==> src/rtl/serial_adder4x4_if.sv <==
// Purpose: handshake and data bundle between the calculator control FSM and the
//          bit-serial adder.
// Ports:   master = control side (drives start/A/B/Cin, sees busy/done/S/Co/OV);
//          slave  = adder side.
interface serial_adder4x4_if #(
  parameter int WIDTH = 4
);
  logic             start;
  logic [WIDTH-1:0] A;
  logic [WIDTH-1:0] B;
  logic             Cin;
  logic             busy;
  logic             done;
  logic [WIDTH-1:0] S;
  logic             Co;
  logic             OV;

  modport master (
    output start, A, B, Cin,
    input  busy, done, S, Co, OV
  );

  modport slave (
    input  start, A, B, Cin,
    output busy, done, S, Co, OV
  );
endinterface

==> src/rtl/serial_adder4x4.sv <==
// Purpose: bit-serial adder, S = A + B + Cin, one bit per clock LSB first, using a
//          single full-adder slice and a carry flip-flop. Done one cycle after the
//          last bit; start is sampled only in IDLE (ignored while busy).
// Ports:   clk, rst_n (async active-low); bus (slave modport): start/A/B/Cin in,
//          busy/done/S/Co/OV out. S/Co/OV are registered and hold between operations.
module serial_adder4x4 #(
  parameter int WIDTH = 4
) (
  input  logic              clk,
  input  logic              rst_n,
  serial_adder4x4_if.slave  bus
);

  localparam int                CNT_W    = (WIDTH > 2) ? $clog2(WIDTH) : 1;
  localparam logic [CNT_W-1:0]  CNT_LAST = CNT_W'(WIDTH - 1);

  typedef enum logic [1:0] {
    IDLE = 2'd0,
    RUN  = 2'd1,
    DONE = 2'd2
  } state_t;

  state_t           state_q, state_d;
  logic [WIDTH-1:0] a_q, b_q, res_q, s_q;
  logic [CNT_W-1:0] cnt_q;
  logic             c_q, co_q, ov_q;

  logic             sum_bit;
  logic             c_nxt;
  logic             last_step;
  logic [WIDTH-1:0] res_nxt;

  // Full-adder slice on the current LSBs and the carry FF.
  assign sum_bit   = a_q[0] ^ b_q[0] ^ c_q;
  assign c_nxt     = (a_q[0] & b_q[0]) | (a_q[0] & c_q) | (b_q[0] & c_q);
  assign last_step = (cnt_q == CNT_LAST);
  // Sum bits enter at the MSB so after WIDTH steps bit 0 sits at the LSB.
  assign res_nxt   = {sum_bit, res_q[WIDTH-1:1]};

  // State register
  always_ff @(posedge clk or negedge rst_n) begin
    if (!rst_n) begin
      state_q <= IDLE;
    end else begin
      state_q <= state_d;
    end
  end

  // Next-state logic
  always_comb begin
    state_d = state_q;
    case (state_q)
      IDLE:    if (bus.start) state_d = RUN;
      RUN:     if (last_step) state_d = DONE;
      DONE:    state_d = IDLE;
      default: state_d = IDLE;
    endcase
  end

  // FSM outputs
  always_comb begin
    bus.busy = 1'b0;
    bus.done = 1'b0;
    case (state_q)
      RUN:  bus.busy = 1'b1;
      DONE: begin
        bus.busy = 1'b1;
        bus.done = 1'b1;
      end
      default: ;
    endcase
  end

  // Datapath: operand shifters, carry, bit counter and result registers
  always_ff @(posedge clk or negedge rst_n) begin
    if (!rst_n) begin
      a_q   <= '0;
      b_q   <= '0;
      res_q <= '0;
      c_q   <= 1'b0;
      cnt_q <= '0;
      s_q   <= '0;
      co_q  <= 1'b0;
      ov_q  <= 1'b0;
    end else begin
      case (state_q)
        IDLE: begin
          if (bus.start) begin
            a_q   <= bus.A;
            b_q   <= bus.B;
            c_q   <= bus.Cin;
            cnt_q <= '0;
          end
        end
        RUN: begin
          a_q   <= a_q >> 1;
          b_q   <= b_q >> 1;
          res_q <= res_nxt;
          c_q   <= c_nxt;
          cnt_q <= cnt_q + CNT_W'(1);
          // On the MSB step c_q is the carry into the MSB, so the overflow flag
          // is formed here and the visible outputs update as DONE is entered.
          if (last_step) begin
            s_q  <= res_nxt;
            co_q <= c_nxt;
            ov_q <= c_q ^ c_nxt;
          end
        end
        default: ;
      endcase
    end
  end

  assign bus.S  = s_q;
  assign bus.Co = co_q;
  assign bus.OV = ov_q;

endmodule

==> src/flat_wrapper.sv <==
// flat-port wrapper written by rule: the top's interface ports become plain ports
module serial_adder4x4_flat 
#(
  parameter int WIDTH = 4
)
  (clk, rst_n, bus_start, bus_A, bus_B, bus_Cin, bus_busy, bus_done, bus_S, bus_Co, bus_OV);
  serial_adder4x4_if #(.WIDTH(WIDTH)) bus_i ();
  input  logic clk;
  input  logic rst_n;
  input wire logic [$bits(bus_i.start)-1:0] bus_start;
  input wire logic [$bits(bus_i.A)-1:0] bus_A;
  input wire logic [$bits(bus_i.B)-1:0] bus_B;
  input wire logic [$bits(bus_i.Cin)-1:0] bus_Cin;
  output wire logic [$bits(bus_i.busy)-1:0] bus_busy;
  output wire logic [$bits(bus_i.done)-1:0] bus_done;
  output wire logic [$bits(bus_i.S)-1:0] bus_S;
  output wire logic [$bits(bus_i.Co)-1:0] bus_Co;
  output wire logic [$bits(bus_i.OV)-1:0] bus_OV;
  assign bus_i.start = bus_start;
  assign bus_i.A = bus_A;
  assign bus_i.B = bus_B;
  assign bus_i.Cin = bus_Cin;
  assign bus_busy = bus_i.busy;
  assign bus_done = bus_i.done;
  assign bus_S = bus_i.S;
  assign bus_Co = bus_i.Co;
  assign bus_OV = bus_i.OV;
  serial_adder4x4 #(.WIDTH(WIDTH)) u_core (.clk(clk), .rst_n(rst_n), .bus(bus_i));
endmodule
==> config.mk <==
export PLATFORM = sky130hd
export DESIGN_NAME = serial_adder4x4_flat
export DESIGN_NICKNAME = d
export VERILOG_FILES = /design/src/rtl/serial_adder4x4_if.sv /design/src/rtl/serial_adder4x4.sv /design/src/flat_wrapper.sv
export SDC_FILE = /design/constraint.sdc
export NUM_CORES = 1
export LEC_CHECK = 0
export CORE_ASPECT_RATIO = 1.75
export CORE_MARGIN = 4
export CORE_UTILIZATION = 25
export DETAILED_ROUTE_END_ITERATION = 6
export GPL_ROUTABILITY_DRIVEN = 0
export PLACE_DENSITY = 0.54
export SLEW_MARGIN = 5
export SYNTH_ARGS = -nofsm -noshare
export SYNTH_HDL_FRONTEND = slang
export SYNTH_SLANG_ARGS = --single-unit
==> constraint.sdc <==
create_clock -name clk -period 2.2 [get_ports clk]
set_input_delay 0.66 -clock clk [delete_from_list [all_inputs] [get_ports clk]]
set_output_delay 0.66 -clock clk [all_outputs]
set_load 0.02 [all_outputs]
---- Word-level counts from Yosys, hierarchy flattened ----
Cells that the tools add are included.
operators by class
  $add $sub $neg .......................... 1
  $mul .................................... 0
  divide/modulo/power cells ............... 0
  magnitude comparators ................... 0
  eq/ne operators ......................... 5
  shifts and indexed selects .............. 0
  muxes and demuxes ....................... 13
  bitwise operators ....................... 8
  reduce and logical (&&, ||, !) cells .... 6
operators by type and width
  operator               count
  $pmux W4 S2            2
  $mux W4                2
  $pmux W2 S2            2
  $mux W2                3
  $reduce_and A2 Y1      3
  $eq A2 B2 Y1 const B   2
  $and A1 B1 Y1          3
  $mux W1                3
  $xor A1 B1 Y1          3
  $add A2 B1 Y2 const B  1
  $eq A2 B1 Y1 const B   1
  $logic_not A2 Y1       1
  $ne A2 B1 Y1 const B   1
  $ne A2 B2 Y1 const B   1
  $or A1 B1 Y1           2
  $pmux W1 S2            1
  $reduce_bool A2 Y1     1
  $reduce_or A2 Y1       1
storage, ports and cells
  bits in registers ....................... 23
  latch bits .............................. 0
  memory bits (writable) .................. 0
  memory bits (read-only) ................. 0
  input bits .............................. 12
  output and inout port bits .............. 8
  word-level logic and storage cells ...... 42
  memories ................................ 0

---- Logic depth before layout (Yosys ltp) ----
  depth in word-level cells ............... 4
  depth in mapped cells ................... 7
  depth with buffers taken out ............ 5

---- Least setup slack after synthesis ----
OpenSTA, ideal clock, no wires.
  path type ............................... flip-flop to output port
  start ................................... register u_core.state_q[0]
  end ..................................... output bus_busy
  data arrival time ....................... 0.767 ns
  required time ........................... 1.540 ns
  slack ................................... 0.773 ns
  cell stages (with the launch flop) ...... 3
  path buffers ............................ 0
  cell sequence ........................... dfrtp_1 -> inv_1 -> ha_1
on the way
  longest elaborated chain between the ends .. 3
  elaborated cells between the ends (all ways) .. 4
  those cells by class .................... eq/ne: 2; mux: 1; reduce/logical: 1
RTL lines
  element                                       line                   text
  start, declared                               serial_adder4x4.sv:23  state_t state_q, state_d;
  start signal, assigned                        serial_adder4x4.sv:45  state_q <= state_d;
  $eq A2 B1 Y1 or $eq A2 B2 Y1 (tied branches)  serial_adder4x4.sv:64  case (state_q)
  $reduce_or A2 Y1 (no line) (*)                n/a
  $mux W1 (*)                                   serial_adder4x4.sv:64
  end, declared                                 flat_wrapper.sv:14     output wire logic [$bits(bus_i.busy)-1:0] bus_busy;
Mark *: on every way between the ends. The rest lies on a longest branch, timed or not.

---- Final worst setup path ----
Same ends and word-level chain as after synthesis.

==> out/results.ini <==
[route]
firstDrtPassIters=4
vias=784
drt-initial-drc-count=20
finalWirelength_um=2230
viasPerCell=4.69
wl_per_cell_um=13.4
drc=0
ant_nets=0

[floorplanning]
initial_core_util_pct=26.1
die_h_um=95.1
ioPinCount=20
die_w_um=57.8
dieArea_um2=5490
core_area_um2=4150
rows=31

[power_and_ir_drop]
power.share.clock_pct=19.1
vdd_drop_max_mv=0.593
switchingPower_mw=0.757
p_int_mw=1.22
p_comb_share_pct=45.9
powerDensity_nw_per_um2=1440
seqPwrFrac_pct=35.0
swShare_pct=38.2
leakagePower_nw=0.625

[clocking]
cts_buffers=3
cts_setup_buffers=0
cts_tree=done
clk_latency_ps=260
cts_max_path_buffers=2
cts-root-buf=clkbuf_8
htree_levels=1
path_clk_slew_ps=80
cts_sinks=22

[global_route]
grt_overflow=0
first_global_vias=861
grt_busiest_layer=met2
grt_max_degree=23
antenna_found_initial=0
grt_util_all_layers_pct=9.23
met2_usage_pct=15.9
use_met3_pct=1.76
grt_use_met1_pct=10.8
grt_pass1_wl_um=3960

[setup_path]
crit_start=u_core.state_q[0]
end_kind=output pin
r2r_start=u_core.state_q[1]
rr_endpoint=u_core.a_q[1]
r2r_setup_slack_ps=620
crit_type=reg2out
worstSetupStartpointType=register
crit_arrival_ps=1310
path_max_fanout=3
cp_data_required_time_ps=1540
endpoint=bus_busy
reg2regPathDepth=6

[place]
dp.cells=163
io_buffer_count=19
hpwl_um=1650

[synthesis]
yosys-top-cells-area=dfrtp_1 (51%), nand3_1 (7.4%), a32oi_1 (5.7%), mux2_1 (5.2%), ha_1 (4.6%)
synthTopCellsByCount=dfrtp_1 (22), nand3_1 (16), nand2_1 (13)
postSynthAreaPerCell_um2=11.1
syn_nets=115
synth_most_common_cell=dfrtp_1
yosysWarnings=0
yosysSeqAreaShare_pct=50.8
synth.distinct_cells=23
synth_seq_cells=22
synth_area_um2=1080
synth_top_area_share_pct=50.8
synth_cells=98
post-synth-top-area-cell=dfrtp_1
synth_flop_cell=dfrtp_1
synth_edf_count=0
ys_async_sr_fraction_pct=100

[sta]
fmax_ghz=0.507
hold_viol=0
fin_crit_ps=1970
relSlewSlack_pct=71.6
tns_ps=0
worst_pin_slew_ps=426
rsz0062_at_grt=no
setup_viol=0
finalMaxSlewViolations=0
finClkSkew_ps=5.52
min_period_over_period_pct=89.6

[outcome]
status=finished clean

[final_layout]
num_antenna_cells=0
nets=136
synthToLayoutAreaGrowth_pct=26.4
post-route-util_pct=33.0
fin_cells=167
drive_gt1_share_pct=11.9

[min_path]
hp-class=reg2reg

[job]
maxCapViolCount=0

## sequential cells by signal (all words and copies together), names as in the netlist
name	flops
u_core.a_q	4
u_core.b_q	4
u_core.bus.Co	1
u_core.bus.OV	1
u_core.bus.S	4
u_core.c_q	1
u_core.cnt_q	2
u_core.res_q	3
u_core.state_q	2
## stage by stage
| stage | setup slack [ps] | cell area, um2 | power (mW) | hold slack [ps] |
|---|---|---|---|---|
| 2_1_floorplan | 773 | 1080 | 1.38 | 364 |
| 3_3_place_gp | 270 | 1300 | 1.60 | 465 |
| 3_5_place_dp | 235 | 1300 | 1.64 | 480 |
| 4_1_cts | 13.0 | 1370 | 2.01 | 490 |
| 5_1_grt | 175 | 1370 | 2.14 | 520 |
| 6_report | 228 | 1370 | 1.98 | 488 |
## power groups by stage
stage | Clock, mW | Combinational, mW | Sequential [mW]
after floorplan | 0 | 0.649 | 0.736
after CTS | 0.386 | 0.930 | 0.695
after detailed placement | 0 | 0.940 | 0.704
final | 0.378 | 0.909 | 0.692
after global routing | 0.405 | 1.02 | 0.719
after global placement | 0 | 0.904 | 0.691
## worst max-delay path: stages, from the launching register on
cell	delay (ps)
dfrtp_1	380
inv_1	70
ha_1	280
dlygate4sd2_1	320
## layout by cell type, fill, tap and decap left out, types with 2 or more instances in the layout
| cell | instances |
|---|---|
| a21oi_1 | 4 |
| a32oi_1 | 7 |
| buf_4 | 2 |
| clkbuf_8 | 3 |
| clkdlybuf4s50_1 | 17 |
| dfrtp_1 | 22 |
| ha_1 | 4 |
| inv_1 | 3 |
| mux2_1 | 5 |
| mux2_2 | 3 |
| nand2_1 | 13 |
| nand2b_1 | 2 |
| nand3_1 | 16 |
| o21ai_1 | 4 |
## logic make-up (layout without fill, tap and decap cells)
logic type | count (synthesis) | count (layout) | share of synthesized area [%]
compound gates | 17 | 17 | 10.4
fa+ha+maj | 5 | 5 | 6.47
simple gates | 36 | 36 | 17.0
xor+xnor | 1 | 1 | 0.808
flops | 22 | 22 | 50.8
mux | 8 | 8 | 8.31
buf+inv | 9 | 29 | 6.24
## final cells by class
class | count | area [um2]
Clock buffer | 3 | 41.3
Clock inverter | 1 | 30.0
Fill cell | 417 | 2780
Inverter | 4 | 15.0
Multi-Input combinational cell | 67 | 465
Sequential cell | 22 | 551
Tap cell | 49 | 61.3
Timing Repair Buffer | 21 | 206
## per-layer routing
metal	routed length, um	share of wire, %
met4	38	1.7
met2	1190	53
met3	98	4.4
met5	0	0
met1	908	41
## worst min path at each step
stage | from | slack (ps) | endpoint | cells after the start
finish | u_core.cnt_q[0] | 490 | u_core.cnt_q[0] | 1
CTS | u_core.cnt_q[0] | 490 | u_core.cnt_q[0] | 1
detailed placement | u_core.cnt_q[0] | 480 | u_core.cnt_q[0] | 1
floorplan | rst_n | 360 | u_core.a_q[0] | 0
global placement | u_core.cnt_q[0] | 460 | u_core.cnt_q[0] | 1
global route | u_core.bus.S[2] | 520 | u_core.bus.S[2] | 1
## timing repair
item | CTS | global route
pin swaps | 0 | 0
resized for setup | 1 | 1
setup endpoints to repair | 1 | 1
hold buffers | 0 | 0
(Power assumes the default switching activity.)
